[src/rtl/mcu_wb_arb.sv]
// Purpose : arbitrates the single register-file write port between the EX/MEM
//           pipe result and LSU load returns. LSU returns are buffered in a small
//           FIFO, and a wait counter keeps the pipe from being starved.
// Latency : 1 cycle from grant to wb_valid/wb_rd/wb_data (registered).
// Backpr. : pipe is held via pipe_ready; the LSU cannot be stalled, so lsu_full
//           asks it to stop issuing, and a beat arriving on a full FIFO is dropped
//           and latched in ovf_err.
// Ports   : clk, rst_n (sync, active-low)
//           pipe_valid/pipe_rd/pipe_data -> pipe_ready
//           lsu_valid/lsu_rd/lsu_data    -> lsu_full, lsu_count, ovf_err
//           wb_stall -> wb_valid/wb_rd/wb_data

// Purpose : generic circular FIFO with a push that is accepted only when there
//           is room, or when the head is popped in the same cycle.
// Latency : an entry can be popped the cycle after it is pushed; head is combinational.
// Backpr. : the FIFO ignores a push when full with no pop; the caller sees full.
// Ports   : clk, rst_n, push/wr_dat, pop, head, cnt, full
module mcu_wb_fifo #(
  parameter int DEPTH = 2,
  parameter int W     = 37
) (
  input  logic         clk,
  input  logic         rst_n,
  input  logic         push,
  input  logic [W-1:0] wr_dat,
  input  logic         pop,
  output logic [W-1:0] head,
  output logic [2:0]   cnt,
  output logic         full
);
  localparam int PW = (DEPTH > 2) ? 2 : 1;
  localparam logic [2:0] CNT_FULL = 3'(DEPTH);

  logic [W-1:0]  mem [DEPTH];
  logic [PW-1:0] rd_ptr;
  logic [PW-1:0] wr_ptr;
  logic          do_push;
  logic          do_pop;

  // Pointers wrap at DEPTH explicitly so non-power-of-two depths work.
  function automatic logic [PW-1:0] nxt(input logic [PW-1:0] p);
    nxt = (p == PW'(DEPTH - 1)) ? '0 : p + 1'b1;
  endfunction

  assign full    = (cnt == CNT_FULL);
  assign do_pop  = pop && (cnt != 3'd0);
  assign do_push = push && (!full || do_pop);
  assign head    = mem[rd_ptr];

  always_ff @(posedge clk) begin
    if (do_push) begin
      mem[wr_ptr] <= wr_dat;
    end
  end

  always_ff @(posedge clk) begin
    if (!rst_n) begin
      rd_ptr <= '0;
      wr_ptr <= '0;
      cnt    <= 3'd0;
    end else begin
      if (do_push) begin
        wr_ptr <= nxt(wr_ptr);
      end
      if (do_pop) begin
        rd_ptr <= nxt(rd_ptr);
      end
      case ({do_push, do_pop})
        2'b10:   cnt <= cnt + 3'd1;
        2'b01:   cnt <= cnt - 3'd1;
        default: cnt <= cnt;
      endcase
    end
  end
endmodule

module mcu_wb_arb #(
  parameter int FIFO_DEPTH = 2,
  parameter int MAX_WAIT   = 4
) (
  input  logic        clk,
  input  logic        rst_n,
  input  logic        pipe_valid,
  input  logic [4:0]  pipe_rd,
  input  logic [31:0] pipe_data,
  output logic        pipe_ready,
  input  logic        lsu_valid,
  input  logic [4:0]  lsu_rd,
  input  logic [31:0] lsu_data,
  input  logic        wb_stall,
  output logic        wb_valid,
  output logic [4:0]  wb_rd,
  output logic [31:0] wb_data,
  output logic        lsu_full,
  output logic [2:0]  lsu_count,
  output logic        ovf_err
);
  typedef struct packed {
    logic [4:0]  rd;
    logic [31:0] data;
  } wb_ent_t;

  localparam logic [3:0] WAIT_LIM = 4'(MAX_WAIT);

  wb_ent_t    lsu_ent;
  wb_ent_t    head_ent;
  wb_ent_t    win_ent;
  logic [2:0] count;
  logic       fifo_full;
  logic [3:0] wait_cnt;

  logic lsu_ok;
  logic pipe_req;
  logic pipe_nop;
  logic lsu_cand;
  logic pipe_force;
  logic gnt_pipe;
  logic gnt_lsu;
  logic pop;
  logic bypass;
  logic push;
  logic drop;

  assign lsu_ent = '{rd: lsu_rd, data: lsu_data};

  // Writes to x0 never use the port: LSU ones are discarded, pipe ones are
  // acknowledged immediately.
  assign lsu_ok   = lsu_valid && (lsu_rd != 5'd0);
  assign pipe_req = pipe_valid && (pipe_rd != 5'd0);
  assign pipe_nop = pipe_valid && (pipe_rd == 5'd0);

  // Buffered entries always come before a fresh beat, so bypass only happens
  // with an empty FIFO and beat order is kept.
  assign lsu_cand   = (count != 3'd0) || lsu_ok;
  // A long-waiting pipe may jump ahead only while the FIFO still has room,
  // otherwise the LSU would be forced to drop its next return.
  assign pipe_force = pipe_req && (wait_cnt >= WAIT_LIM) && !fifo_full;

  always_comb begin
    gnt_pipe = 1'b0;
    gnt_lsu  = 1'b0;
    if (rst_n && !wb_stall) begin
      if (pipe_force) begin
        gnt_pipe = 1'b1;
      end else if (lsu_cand) begin
        gnt_lsu = 1'b1;
      end else if (pipe_req) begin
        gnt_pipe = 1'b1;
      end
    end
  end

  assign pop    = gnt_lsu && (count != 3'd0);
  assign bypass = gnt_lsu && (count == 3'd0);
  assign push   = rst_n && lsu_ok && !bypass;
  assign drop   = push && fifo_full && !pop;

  always_comb begin
    win_ent = lsu_ent;
    if (gnt_pipe) begin
      win_ent = '{rd: pipe_rd, data: pipe_data};
    end else if (count != 3'd0) begin
      win_ent = head_ent;
    end
  end

  mcu_wb_fifo #(
    .DEPTH (FIFO_DEPTH),
    .W     ($bits(wb_ent_t))
  ) u_fifo (
    .clk    (clk),
    .rst_n  (rst_n),
    .push   (push),
    .wr_dat (lsu_ent),
    .pop    (pop),
    .head   (head_ent),
    .cnt    (count),
    .full   (fifo_full)
  );

  assign pipe_ready = rst_n && (pipe_nop || gnt_pipe);
  assign lsu_full   = rst_n && fifo_full;
  assign lsu_count  = count;

  // Counts consecutive cycles a real pipe write is left waiting.
  always_ff @(posedge clk) begin
    if (!rst_n) begin
      wait_cnt <= 4'd0;
    end else if (pipe_req && !gnt_pipe) begin
      if (wait_cnt != 4'd15) begin
        wait_cnt <= wait_cnt + 4'd1;
      end
    end else begin
      wait_cnt <= 4'd0;
    end
  end

  always_ff @(posedge clk) begin
    if (!rst_n) begin
      ovf_err <= 1'b0;
    end else if (drop) begin
      ovf_err <= 1'b1;
    end
  end

  // wb_rd/wb_data hold their last value when nothing is granted.
  always_ff @(posedge clk) begin
    if (!rst_n) begin
      wb_valid <= 1'b0;
      wb_rd    <= 5'd0;
      wb_data  <= 32'd0;
    end else begin
      wb_valid <= gnt_pipe || gnt_lsu;
      if (gnt_pipe || gnt_lsu) begin
        wb_rd   <= win_ent.rd;
        wb_data <= win_ent.data;
      end
    end
  end
endmodule

[config.mk]
export PLATFORM = sky130hd
export DESIGN_NAME = mcu_wb_arb
export DESIGN_NICKNAME = d
export VERILOG_FILES = /design/src/rtl/mcu_wb_arb.sv
export SDC_FILE = /design/constraint.sdc
export NUM_CORES = 1
export LEC_CHECK = 0
export CAP_MARGIN = 20
export CORE_UTILIZATION = 50
export DETAILED_ROUTE_END_ITERATION = 7
export MAX_ROUTING_LAYER = met4
export PLACE_DENSITY = 0.8
export SYNTH_ARGS = -nofsm -noshare
export SYNTH_HDL_FRONTEND = slang
export SYNTH_HIERARCHICAL = 1
export SYNTH_SLANG_ARGS = --single-unit
[constraint.sdc]
create_clock -name clk -period 8.1 [get_ports clk]
set_clock_uncertainty 0.15 [all_clocks]
set_input_delay 1.215 -clock clk [delete_from_list [all_inputs] [get_ports clk]]
set_output_delay 1.215 -clock clk [all_outputs]
set_load 0.1 [all_outputs]
======== Word-level counts from Yosys, hierarchy flattened ========
Memory sizes are Yosys's and may differ from the RTL's. A register that Yosys moved wholly into a read port is not among the register bits.
Cells that the tools add are included.
operators by class
  mux-type cells .......................... 16
  order comparisons ....................... 1
  equality and inequality tests ........... 4
  reduce and logical (&&, ||, !) cells .... 33
  $add $sub $neg .......................... 5
operators by type and width
  cell                 count
  $mux 37              2
  $logic_and 1x1->1    17
  $mux 1               13
  $reduce_bool 5->1    2
  $pmux 3 s2           1
  $logic_not 1->1      5
  $logic_not 5->1      1
  $add 4x1->4 const B  1
  $ge 4x3->1 const B   1
  $logic_or 1x1->1     4
  $ne 4x4->1 const B   1
  $add 3x1->3 const B  1
  $eq 3x2->1 const B   1
  $logic_not 3->1      1
  $reduce_bool 3->1    1
  $sub 3x1->3 const B  1
  $add 1x1->1 const B  2
  $eq 2x1->1 const B   1
  $eq 2x2->1 const B   1
  $reduce_and 2->1     1
  $reduce_bool 2->1    1
storage, ports and cells
  output and inout bits ................... 44
  register bits ........................... 48
  memory bits (writable) .................. 74
  logic and storage cells ................. 68
  memories ................................ 1
  input bits .............................. 79
memory list
  memory      depth  bits a word  read ports  clocked after Yosys merged registers in  wr ports  line  source
  u_fifo.mem  2      37           1           1                                        1         34    logic [W-1:0] mem [DEPTH];

======== Longest topological paths before layout ========
  word-level depth ........................ 12
  gate-level depth with buffers ........... 15
  depth with buffers taken out ............ 12

======== Hierarchy ========
The synthesis kept the hierarchy.
by module, submodules not included
  module       area each (um2)  sequential area each (um2)  cells an instance  instances
  mcu_wb_fifo  3075.4           2342.2                      165                1
  mcu_wb_arb   2292.2           860.8                       223                1

======== Worst setup path before layout ========
No wires, ideal clock.
  kind .................................... reg-to-reg
  start point ............................. reg u_fifo.cnt[0]
  end point ............................... mem u_fifo.mem[0][0], enable pin
  setup slack ............................. 3.113 ns
  clock period less this slack ............ 4.987 ns
  required time ........................... 7.517 ns
  cell stages (with the launch flop) ...... 11
  arrival time ............................ 4.404 ns
  library setup time ...................... 0.433 ns
  buffers on the path ..................... 3
  path through ............................ dfxtp_1 buf_6 or3b_1 inv_1 o21bai_1 a211oi_2 clkbuf_1 o311a_1 buf_2 o21ai_2 nor2_1
on the way
  longest elaborated chain between the ends .. 11
  elaborated cells on any way between the ends .. 18
  those cells by class .................... eq/ne: 1; mux: 5; reduce/logical: 12
RTL lines
  item                          line  source
  from (decl)                   28    output logic [2:0] cnt,
  from (signal assigned)        69    2'b10: cnt <= cnt + 3'd1;
  from (signal assigned)        70    2'b01: cnt <= cnt - 3'd1;
  from (signal assigned)        71    default: cnt <= cnt;
  $eq 3x2->1                    45    assign full = (cnt == CNT_FULL);
  named net fifo_full           109   logic fifo_full;
  $logic_not 1->1               137   assign pipe_force = pipe_req && (wait_cnt >= WAIT_LIM) && !fifo_full;
  $logic_and 1x1->1             137
  $mux 1                        143   if (pipe_force) begin
  $mux 1                        142   if (rst_n && !wb_stall) begin
  $logic_and 1x1->1             154   assign bypass = gnt_lsu && (count == 3'd0);
  $logic_not 1->1               155   assign push = rst_n && lsu_ok && !bypass;
  $logic_and 1x1->1             155
  named net push                121   logic push;
  $logic_and 1x1->1             47    assign do_push = push && (!full || do_pop);
  $mux 1                        51    if (do_push) begin
  $mux 1 (not written as such)  52    mem[wr_ptr] <= wr_dat;
  to (decl)                     34
The timed path passes the listed nets, and every way through them passes these cells.

======== Worst setup path after layout ========
  start point ............................. in lsu_rd[1]
  end point ............................... out pipe_ready
on the way
  longest elaborated chain between the ends .. 8
RTL lines
  item               line  source
  from (decl)        88    input logic [4:0] lsu_rd,
  $reduce_bool 5->1  128   assign lsu_ok = lsu_valid && (lsu_rd != 5'd0);
  $logic_and 1x1->1  128
  $logic_or 1x1->1   134   assign lsu_cand = (count != 3'd0) || lsu_ok;
  $mux 1             145   end else if (lsu_cand) begin
  $mux 1             143
  $mux 1             142
  $logic_or 1x1->1   181   assign pipe_ready = rst_n && (pipe_nop || gnt_pipe);
  $logic_and 1x1->1  181
  to (decl)          86    output logic pipe_ready,
No other way between the ends.

==> results by group <==
Global route
  – First-pass GRT wire length: approximately 21 mm
  – Largest net degree at the start of global routing: between 40 and 50
  – Number of global-route vias before repair: just over 4k
  – Total gr overflow: 0
  – All-Layer GR Usage: 25.7%
  – Initial antenna violation count: 0

Clock network
  – CTS Sinks: around 120
  – Post-CTS resize count: 0
  – H-tree depth: 4
  – Root Buffer: clkbuf_8
  – Inserted Clock Buffers: 17
  – Clock buffer depth: 2
  – CTS clk-pin slew, worst paths: ~0.060 ns
  – CTS Hold Bufs: 0
  – Clock latency on the worst-skew pair: between 0.5 and 0.6 ns
  – CTS tree: done
  – Postcts setup bufs: 0

Route
  – Post-DRT Antenna Nets: 0
  – Remaining routing DRC violations: 0
  – Drt total wl: 13.4 mm
  – Total vias in the final route: 3890
  – Drt pass-1 iters: 5
  – First DRT Iteration DRCs: around 300
  – Routed wire length per instance: between 20 and 25 um
  – Routed vias/inst: between 5 and 6

Yosys
  – Largest family of logic cells by synthesized area: multiplexers
  – Synth Warn #: 6
  – Xor/xnor share of the synthesized area: 0.490%
  – Syn avg cell area: about 14 sq um
  – FF+latch count, synth: between 100 and 150
  – Compound-gate portion of the synthesized area: between 10% and 20%
  – Post-Syn Instances: ~390
  – EDFF count, synth: 74
  – Top_reg_cell synth: edfxtp_1
  – Simple-gate share of the synthesized area: under 10%
  – Share of the synthesized area in the top cell type: between 40% and 50%
  – Synth area leader: edfxtp_1
  – Sequential area share after synthesis: 59.7%
  – Mapped Nets: between 400 and 500
  – Largest cells by area after synthesis: edfxtp_1 (41%), dfxtp_1 (18%), mux2_2 (8.4%)
  – Multiplexer area fraction after synthesis: 15.1%
  – FFs w/ async S/R, synth: 0%
  – Adder-cell share of the synthesized area: 0.606%
  – Synth cell types: 47
  – Synthesized area: 5370 sq um

Die
  – Core Area: approximately 10000 sq um
  – Row count: 37
  – Boundary pin count: 123
  – Die Area: 11200 sq um
  – Die Y: between 100 and 150 um
  – Die W: between 100 and 150 um
  – Initial Util: 51.8%

Setup path
  – Worst R2R Path Depth: 11
  – Crit end category: primary output
  – Reg2reg start: u_fifo/cnt[1]
  – Critical Path Fanout Max: 6
  – Worst Path Required: 6.73 ns
  – Arrival @ worst endpoint: 4.11 ns
  – R2R Setup Slk: ~4.3 ns
  – FF-to-FF End: u_fifo/cnt[1]
  – Startpoint Class: input pin
  – Crit Path Class: in -> out

STA
  – Final period util: 67.6%
  – RSZ-0062 raised after global routing: no
  – Slew Limit Fails: 0
  – Fmax achieved: approximately 0.18 GHz
  – Slew @ Worst Pin: 1.05 ns
  – Minimum clock period: 5.48 ns
  – Setup violators final: 0
  – Total negative slack: 0 ns
  – Slew margin rel.: between 20% and 30%
  – Fin. Hold Viols: 0

Power
  – Combinational power share: 14.1%
  – Cell Pwr Density: between 200 and 250 nW/um^2
  – Psw: around 0.43 mW
  – Maximum VDD drop: about 0.12 mV
  – Reg power frac: roughly two fifths
  – Static Leak: around 2.8 nW
  – Int Pwr: around 1.3 mW
  – Sw Ratio: 25.3%
  – Clock network power share: a little under half

Final layout
  – Synth-to-Final Area Change: 36.3%
  – Commonest non-fill, non-tap cell in the layout: clkdlybuf4s50_1
  – Filler cells: 701
  – Ant. Diodes: 0
  – Most frequent cells in the layout: clkdlybuf4s50_1 (122), edfxtp_1 (74), dfxtp_1 (48)
  – Final #Nets: roughly 590
  – Fin cells: approximately 660
  – Layout cells sized above 1: between 10% and 20%

Placement
  – Final Wtd Congestion: approximately 0.76
  – Placed cell count: just over 600
  – Post-DP HPWL: 8.07 mm
  – Number of I/O port buffers: 122

Worst hold path
  – Hold_sp: wb_data[4]
  – Hold path depth: 1
  – Hold Path Class: reg -> reg
  – WHS Endpoint: wb_data[4]

Job
  – Maxcap violations: 0

Outcome
  – Status: finished, final reports clean
==> worst max path at each step <==
stage	from	to	slack, ns
floorplan	u_fifo/cnt[0]	u_fifo/mem[0][0]	3.11
global placement	lsu_rd[1]	pipe_ready	2.67
detailed placement	lsu_rd[1]	pipe_ready	2.66
CTS	lsu_rd[1]	pipe_ready	2.65
global route	lsu_rd[1]	pipe_ready	2.55
finish	lsu_rd[1]	pipe_ready	2.62
==> per-stage QoR <==
| step | power [mW] | setup WS (ns) | instance area (sq um) | utilization (%) | hold WS, ns |
|---|---|---|---|---|---|
| floorplan | 0.860 | 3.11 | 5370 | - | 0.334 |
| global placement | 0.940 | 2.67 | 6640 | 64.0 | 0.318 |
| detailed placement | 0.946 | 2.66 | 6660 | 64.2 | 0.317 |
| CTS | 1.71 | 2.65 | 7270 | 70.1 | 0.339 |
| global route | 1.75 | 2.55 | 7320 | 70.5 | 0.348 |
| finish | 1.71 | 2.62 | 7320 | 70.5 | 0.336 |
==> layout make-up <==
type	instances	area (sq um)	area share [%]
Clock inverter	12	171	2.34
Tap cell	136	170	2.33
Multi-Input combinational cell	226	1980	27.1
Inverter	9	33.8	0.462
Timing Repair Buffer	129	1320	18.0
Clock buffer	20	435	5.95
Sequential cell	123	3200	43.8
==> sequential cells by signal, summed over array words and instances (netlist names), named ones only <==
name / flops
ovf_err: 1
u_fifo/cnt: 3
u_fifo/mem: 74
u_fifo/rd_ptr: 1
u_fifo/wr_ptr: 1
wait_cnt: 4
wb_data: 32
wb_rd: 5
wb_valid: 1
==> cells by family after synthesis <==
group	count (synthesis)
AND/OR/NAND/NOR	76
XOR/XNOR	3
buffers and inverters	39
AO/OA/AOI/OAI	69
flip-flops	123
multiplexers	76
adder cells (fa/ha/maj)	2
==> cell usage after synthesis, drive strengths merged, types with 2 or more instances <==
master  number
o31ai        3
o21a         2
nand3b       2
a221o       37
mux2        40
edfxtp      74
mux2i       36
xnor2        2
nand2b       2
nor2b        2
inv          9
or4          4
clkbuf      10
dfxtp       49
o21bai       2
nor2         9
o211a        3
nand3        2
a211oi       3
nor3         7
a31oi        3
buf         20
o21ai        8
nor4        36
o22ai        2
nand2        6
and2         4
==> power groups by stage <==
stage	Clock, mW	Combinational [mW]	Sequential (mW)
after floorplan	0	0.0554	0.805
after global placement	0	0.233	0.708
after detailed placement	0	0.238	0.709
after CTS	0.779	0.240	0.696
after global routing	0.806	0.251	0.698
final	0.770	0.242	0.696
==> critical path, cell delays in order <==
cell,delay (ns)
clkdlybuf4s50_1,0.50
or4_4,0.62
o211a_4,0.31
o22ai_1,0.15
and3_1,0.18
clkdlybuf4s50_1,1.14
==> per-layer routing <==
layer	share of wire (%)	routed length [um]	track usage, %	vias up
li1	-	-	-	1801
met1	41	5500	30.8	1919
met4	1.2	166	10.4	0
met3	5.9	782	6.18	15
met2	52	6900	41.8	155
met5	0	0	-	-
(Power assumes the default switching activity.)
